[src/rtl/seg7_pkg.sv]
// ============================================================================
// Module : seg7_pkg
// Shared digit codes, segment patterns and scan FSM encoding.
// Rev    : 1.0
// ============================================================================
`default_nettype none

package seg7_pkg;

    // Digit codes shared with the display controller
    localparam logic [3:0] CODE_OFF  = 4'd10;
    localparam logic [3:0] CODE_P    = 4'd11;
    localparam logic [3:0] CODE_DASH = 4'd12;

    // Segment patterns, bit order {g,f,e,d,c,b,a}, 1 = lit
    localparam logic [6:0] SEG_BLANK = 7'b0000000;
    localparam logic [6:0] SEG_0     = 7'b0111111;
    localparam logic [6:0] SEG_1     = 7'b0000110;
    localparam logic [6:0] SEG_2     = 7'b1011011;
    localparam logic [6:0] SEG_3     = 7'b1001111;
    localparam logic [6:0] SEG_4     = 7'b1100110;
    localparam logic [6:0] SEG_5     = 7'b1101101;
    localparam logic [6:0] SEG_6     = 7'b1111101;
    localparam logic [6:0] SEG_7     = 7'b0000111;
    localparam logic [6:0] SEG_8     = 7'b1111111;
    localparam logic [6:0] SEG_9     = 7'b1101111;
    localparam logic [6:0] SEG_P     = 7'b1110011;
    localparam logic [6:0] SEG_DASH  = 7'b1000000;

    typedef enum logic [1:0] {
        ST_TENS_BLANK = 2'd0,
        ST_TENS_ON    = 2'd1,
        ST_ONES_BLANK = 2'd2,
        ST_ONES_ON    = 2'd3
    } scan_state_t;

endpackage

`default_nettype wire

[src/rtl/seg7_decode.sv]
// ============================================================================
// Module : seg7_decode
// Combinational digit code to segment pattern, with a dark flag for off codes.
// Rev    : 1.0
// ============================================================================
`default_nettype none

module seg7_decode
    import seg7_pkg::*;
(
    input  logic [3:0] i_code,
    output logic [6:0] o_seg,
    output logic       o_dark
);

    always_comb begin
        o_seg  = SEG_BLANK;
        o_dark = 1'b0;
        case (i_code)
            4'd0:      o_seg = SEG_0;
            4'd1:      o_seg = SEG_1;
            4'd2:      o_seg = SEG_2;
            4'd3:      o_seg = SEG_3;
            4'd4:      o_seg = SEG_4;
            4'd5:      o_seg = SEG_5;
            4'd6:      o_seg = SEG_6;
            4'd7:      o_seg = SEG_7;
            4'd8:      o_seg = SEG_8;
            4'd9:      o_seg = SEG_9;
            CODE_P:    o_seg = SEG_P;
            CODE_DASH: o_seg = SEG_DASH;
            default:   o_dark = 1'b1;   // CODE_OFF and 13..15
        endcase
    end

endmodule

`default_nettype wire

[src/rtl/seg7_scan_driver.sv]
// ============================================================================
// Module : seg7_scan_driver
// Two-digit multiplexed 7-segment driver with blanking and per-frame capture.
// Rev    : 1.0
// ============================================================================
`default_nettype none

module seg7_scan_driver
    import seg7_pkg::*;
#(
    parameter int DIGIT_TICKS  = 4,
    parameter int BLANK_TICKS  = 1,
    parameter int COMMON_ANODE = 0
) (
    input  logic       clk_1khz,
    input  logic       rst_ni,
    input  logic [3:0] tens_i,
    input  logic [3:0] ones_i,
    input  logic       lz_blank_i,
    output logic [6:0] seg_o,
    output logic [1:0] dig_o,
    output logic       frame_o
);

    localparam int          CW          = $clog2(DIGIT_TICKS);
    localparam logic [CW-1:0] c_BLANK_LAST = CW'(BLANK_TICKS - 1);
    localparam logic [CW-1:0] c_SLOT_LAST  = CW'(DIGIT_TICKS - 1);
    localparam logic [6:0]  c_SEG_INV   = (COMMON_ANODE != 0) ? 7'h7F : 7'h00;
    localparam logic [1:0]  c_DIG_INV   = (COMMON_ANODE != 0) ? 2'b11 : 2'b00;

    generate
        if (BLANK_TICKS < 1 || BLANK_TICKS >= DIGIT_TICKS || DIGIT_TICKS < 2) begin : g_bad_timing
            $error("seg7_scan_driver: need 1 <= BLANK_TICKS < DIGIT_TICKS and DIGIT_TICKS >= 2");
        end
    endgenerate

    scan_state_t   r_state;
    logic [CW-1:0] r_cnt;
    logic          r_armed;
    logic [3:0]    r_tens_q;
    logic [3:0]    r_ones_q;
    logic          r_lz_q;

    scan_state_t   w_state_nx;
    logic [CW-1:0] w_cnt_nx;
    logic          w_capture;
    logic [3:0]    w_tens_nx;
    logic [3:0]    w_ones_nx;
    logic          w_lz_nx;
    logic [3:0]    w_dec_code;
    logic [6:0]    w_dec_seg;
    logic          w_dec_dark;
    logic          w_lit;
    logic [6:0]    w_seg_nx;
    logic [1:0]    w_dig_nx;
    logic          w_frame_nx;

    // The first edge after reset only arms the scanner, so the following
    // cycle is a full frame-start cycle with frame_o high.
    always_comb begin
        w_state_nx = r_state;
        w_cnt_nx   = r_cnt + CW'(1);
        if (!r_armed) begin
            w_state_nx = ST_TENS_BLANK;
            w_cnt_nx   = '0;
        end else begin
            case (r_state)
                ST_TENS_BLANK: if (r_cnt == c_BLANK_LAST) w_state_nx = ST_TENS_ON;
                ST_ONES_BLANK: if (r_cnt == c_BLANK_LAST) w_state_nx = ST_ONES_ON;
                ST_TENS_ON: if (r_cnt == c_SLOT_LAST) begin
                    w_state_nx = ST_ONES_BLANK;
                    w_cnt_nx   = '0;
                end
                ST_ONES_ON: if (r_cnt == c_SLOT_LAST) begin
                    w_state_nx = ST_TENS_BLANK;
                    w_cnt_nx   = '0;
                end
                default: begin
                    w_state_nx = ST_TENS_BLANK;
                    w_cnt_nx   = '0;
                end
            endcase
        end
    end

    assign w_capture  = r_armed && (r_state == ST_TENS_BLANK) && (r_cnt == '0);
    assign w_tens_nx  = w_capture ? tens_i     : r_tens_q;
    assign w_ones_nx  = w_capture ? ones_i     : r_ones_q;
    assign w_lz_nx    = w_capture ? lz_blank_i : r_lz_q;
    assign w_dec_code = (w_state_nx == ST_TENS_ON) ? w_tens_nx : w_ones_nx;

    seg7_decode u_decode (
        .i_code (w_dec_code),
        .o_seg  (w_dec_seg),
        .o_dark (w_dec_dark)
    );

    // Outputs are computed from the next state so they register in step with it
    always_comb begin
        w_lit = 1'b0;
        if (w_state_nx == ST_TENS_ON)
            w_lit = !w_dec_dark && !(w_lz_nx && (w_tens_nx == 4'd0));
        else if (w_state_nx == ST_ONES_ON)
            w_lit = !w_dec_dark;
        w_seg_nx   = w_lit ? w_dec_seg : SEG_BLANK;
        w_dig_nx   = !w_lit ? 2'b00 : ((w_state_nx == ST_TENS_ON) ? 2'b10 : 2'b01);
        w_frame_nx = (w_state_nx == ST_TENS_BLANK) && (w_cnt_nx == '0);
    end

    always_ff @(posedge clk_1khz or negedge rst_ni) begin
        if (!rst_ni) begin
            r_armed  <= 1'b0;
            r_state  <= ST_TENS_BLANK;
            r_cnt    <= '0;
            r_tens_q <= CODE_OFF;
            r_ones_q <= CODE_OFF;
            r_lz_q   <= 1'b0;
            seg_o    <= c_SEG_INV;
            dig_o    <= c_DIG_INV;
            frame_o  <= 1'b0;
        end else begin
            r_armed  <= 1'b1;
            r_state  <= w_state_nx;
            r_cnt    <= w_cnt_nx;
            r_tens_q <= w_tens_nx;
            r_ones_q <= w_ones_nx;
            r_lz_q   <= w_lz_nx;
            seg_o    <= w_seg_nx ^ c_SEG_INV;
            dig_o    <= w_dig_nx ^ c_DIG_INV;
            frame_o  <= w_frame_nx;
        end
    end

endmodule

`default_nettype wire
[config.mk]
export PLATFORM = sky130hd
export DESIGN_NAME = seg7_scan_driver
export DESIGN_NICKNAME = d
export VERILOG_FILES = /design/src/rtl/seg7_pkg.sv /design/src/rtl/seg7_decode.sv /design/src/rtl/seg7_scan_driver.sv
export SDC_FILE = /design/constraint.sdc
export NUM_CORES = 1
export LEC_CHECK = 0
export CAP_MARGIN = 20
export CORE_MARGIN = 2
export CORE_UTILIZATION = 41
export CTS_BUF_LIST = sky130_fd_sc_hd__clkbuf_4 sky130_fd_sc_hd__clkbuf_8
export DETAILED_ROUTE_END_ITERATION = 8
export GPL_TIMING_DRIVEN = 0
export MAX_ROUTING_LAYER = met4
export PLACE_DENSITY = 0.6
export SKIP_LAST_GASP = 1
export SLEW_MARGIN = 20
export SYNTH_ARGS = -nofsm -noshare
export SYNTH_HDL_FRONTEND = slang
export SYNTH_SLANG_ARGS = --single-unit
[constraint.sdc]
create_clock -name clk_1khz -period 4.4 [get_ports clk_1khz]
set_clock_uncertainty 0.1 [all_clocks]
set_input_delay 1.32 -clock clk_1khz [delete_from_list [all_inputs] [get_ports clk_1khz]]
set_output_delay 1.32 -clock clk_1khz [all_outputs]
set_load 0.1 [all_outputs]
==> impl_results.md <==
- Status: finished, final reports clean
- Startpoint types: register
- RSZ-0062 raised after global routing: false
- Critical path class: reg2out
- Vias per cell: about 5.5
- Net count after synthesis: approximately 120
- GR Util All Layers: roughly 15%
- # H-tree levels: 1
- R2r setup slk: around 2.2 ns
- CP max stage delay: 1.12 ns
- Largest net degree at the start of global routing: 25
- Slew at the pin closest to its max-slew limit: around 0.96 ns
- Row Count: 20
- Setup Fix Bufs, Post-CTS: 0
- Final hold viol count: 0
- Final Max Slew Viols: 0
- Hold Startpoint: r_cnt[0]
- CTS root buffer: clkbuf_4
- CTS tree: built
- Fill cell count: roughly 270
- EDFF count, synth: 0
- Cts bufs inserted: 3
- Cts hold-fix bufs: 0
- Crit path time final: between 3 and 4 ns
- Post_cts resized: 0
- Synth top area cells: dfrtp_1, dfstp_2, mux2_2
- Max-Cap Viols: 0
- Worst r2r src: r_cnt[0]
- CP Capture Type: output port
- Post-synthesis sequential area ratio: between 40 and 50%
- R2R Path End: seg_o[4]
- Cell count after synthesis: between 100 and 150
- Hold Crit Class: reg2reg
- Buf/Inv on CP: 1
- WHS Endpoint: r_cnt[0]
- Arrival time at the worst endpoint: ~1.8 ns
- DRC viols: 0
- Fmax: 0.313 GHz
- PD cells: between 500 and 600 nW/um^2
- Largest area contributor in the netlist: dfrtp_1
- Diode count: 0
- Clock transition at the registers of the reported paths: approximately 0.13 ns
- Die footprint: ~3500 um^2
- Mapped Area: between 1000 and 1500 um^2
- DP Wirelength: 1670 um
- Max transition margin: between 30 and 40%
- #FFs+latches synth: 24
- Hold depth: 1
- DP Worst Slack: ~1.3 ns
- Initial Utilization: between 40% and 50%
- Routability cong.: 0.772
- Worst-path fanout max: 1
- CP required: just under 3 ns
- Fin worst setup slack: around 1.2 ns
- Area delta synth->final: 21.6%
- Ys flop type: dfrtp_1
- Via count: around 900
- Ys Warns: 0
- Die height: around 60 um
- Nets: about 140
- Fin area: 1530 um^2
- Fin util: around 51%
- Leakage: 0.000631 uW
- First-pass DRT Iterations: 4
- Area occupied by multi-input gates: between 600 and 700 um^2
- Worst vdd ir: between 0.0002 and 0.00025 V
- Final WL: ~2200 um
- Synth async-reset ratio: 100%
- Critical path's top delay family: buffers and inverters
- Hold WS: 0.387 ns
- Die Width: about 59 um
- Setup TNS: 0 ns
- Crit path max-delay cell type: clkdlybuf4s50_1
- Synth unique cells: 41
- Number of I/O pins: 21
- Vias in the first global route: just over 800
- Sequential cell area: between 600 and 700 um^2
- First-pass GRT wire length: around 3700 um
- Longest Clk Path Bufs: 2
- Layout cells sized above 1: approximately 24%
- Grt total ovfl: 0
- CP cell instances: clkdlybuf4s50_1
- Period utilisation layout: 72.7%
- Top-area cell type share of the netlist area: between 30% and 40%
- Latest clock arrival within the worst-skew pair: around 0.32 ns
- Core area: 2980 um^2
- Final setup fails: 0
- Initial drt markers: 14
- R2R cell count: 7
- Synth Area per Inst: around 12 um^2
- # port buffers: 20
- Dpl cell area: 1500 um^2
- Initial antenna violation count: 0
- Num Clock Sinks: 24
- Avg WL per Cell: between 10 and 15 um
- Detail Route Antenna Nets: 0
## through the flow
stage               total power, uW  instances
floorplan                       590        104
global placement                669        157
detailed placement              672        157
CTS                             789        161
global route                    828        161
finish                          781        161
## cell usage after synthesis (2+ instances only)
cell type	instances
dfrtp_1	20
mux2_2	9
nor3b_1	8
nand2_1	5
a21oi_1	4
and3_1	4
dfstp_2	4
a211oi_1	3
a21o_1	3
o21a_1	3
o21ai_2	3
and2_1	2
buf_6	2
ha_1	2
inv_1	2
nor4_1	2
o21ai_1	2
o21ai_4	2
xnor2_1	2
## routing by layer
| layer | track usage (%) | vias to the layer above | part of all wire, % |
|---|---|---|---|
| met3 | 1.97 | 5 | 3.3 |
| met2 | 20.7 | 21 | 45 |
| met1 | 19.8 | 412 | 49 |
| met4 | 8.77 | 0 | 2.6 |
| met5 | - | - | 0 |
| li1 | - | 440 | - |
## area by class of cell
type / instances / area share [%]
multi-input cells: 75 / 40.2
flip-flops and latches: 24 / 39.5
well taps: 33 / 2.69
repair buffers: 20 / 12.7
plain buffers: 3 / 1.96
clock buffers: 4 / 2.37
inverters: 2 / 0.490
## cell families after synthesis
family	after synthesis	synth area share [%]
compound gates	31	21.3
simple gates	30	16.0
flops	24	48.1
mux	9	8.04
buf+inv	5	2.98
fa+ha+maj	2	1.99
xor+xnor	2	1.39
other cells	1	0.298
## worst max-delay path by stage
stage / startpoint / to / slack (ns) / depth (start not counted)
floorplan: tens_i[0] / seg_o[3] / 1.87 / 5
global placement: tens_i[0] / seg_o[3] / 1.27 / 6
detailed placement: tens_i[0] / seg_o[3] / 1.25 / 6
CTS: frame_o / frame_o / 1.18 / 1
global route: dig_o[0] / dig_o[0] / 1.13 / 1
finish: frame_o / frame_o / 1.20 / 1
## sequential cells by signal, indices dropped and copies added (netlist names)
register	count
seg_o	7
r_ones_q	4
r_tens_q	4
dig_o	2
r_cnt	2
r_state	2
frame_o	1
r_armed	1
r_lz_q	1
## cells in the final DEF (no fill, tap or decap), drive strengths merged, types with 2 or more instances in the layout
master | synthesis | final
a211oi | 3 | 3
a21o | 3 | 3
a21oi | 4 | 4
a31oi | 2 | 2
and2 | 2 | 2
and3 | 4 | 4
buf | 3 | 4
clkbuf | 0 | 4
clkdlybuf4s50 | 0 | 19
dfrtp | 20 | 20
dfstp | 4 | 4
ha | 2 | 2
inv | 2 | 2
mux2 | 9 | 9
nand2 | 5 | 5
nor2b | 2 | 2
nor3b | 8 | 8
nor4 | 2 | 2
o21a | 3 | 3
o21ai | 8 | 8
xnor2 | 2 | 2
## power by group
part | switching (uW) | total, uW | leakage (uW) | internal [uW]
Sequential | 29.5 | 303 | 0.000297 | 273
Clock | 63.4 | 114 | 0.0000210 | 50.6
Combinational | 239 | 364 | 0.000313 | 125
Total | 332 | 781 | 0.000631 | 449
Power figures use the tool's default switching activity.
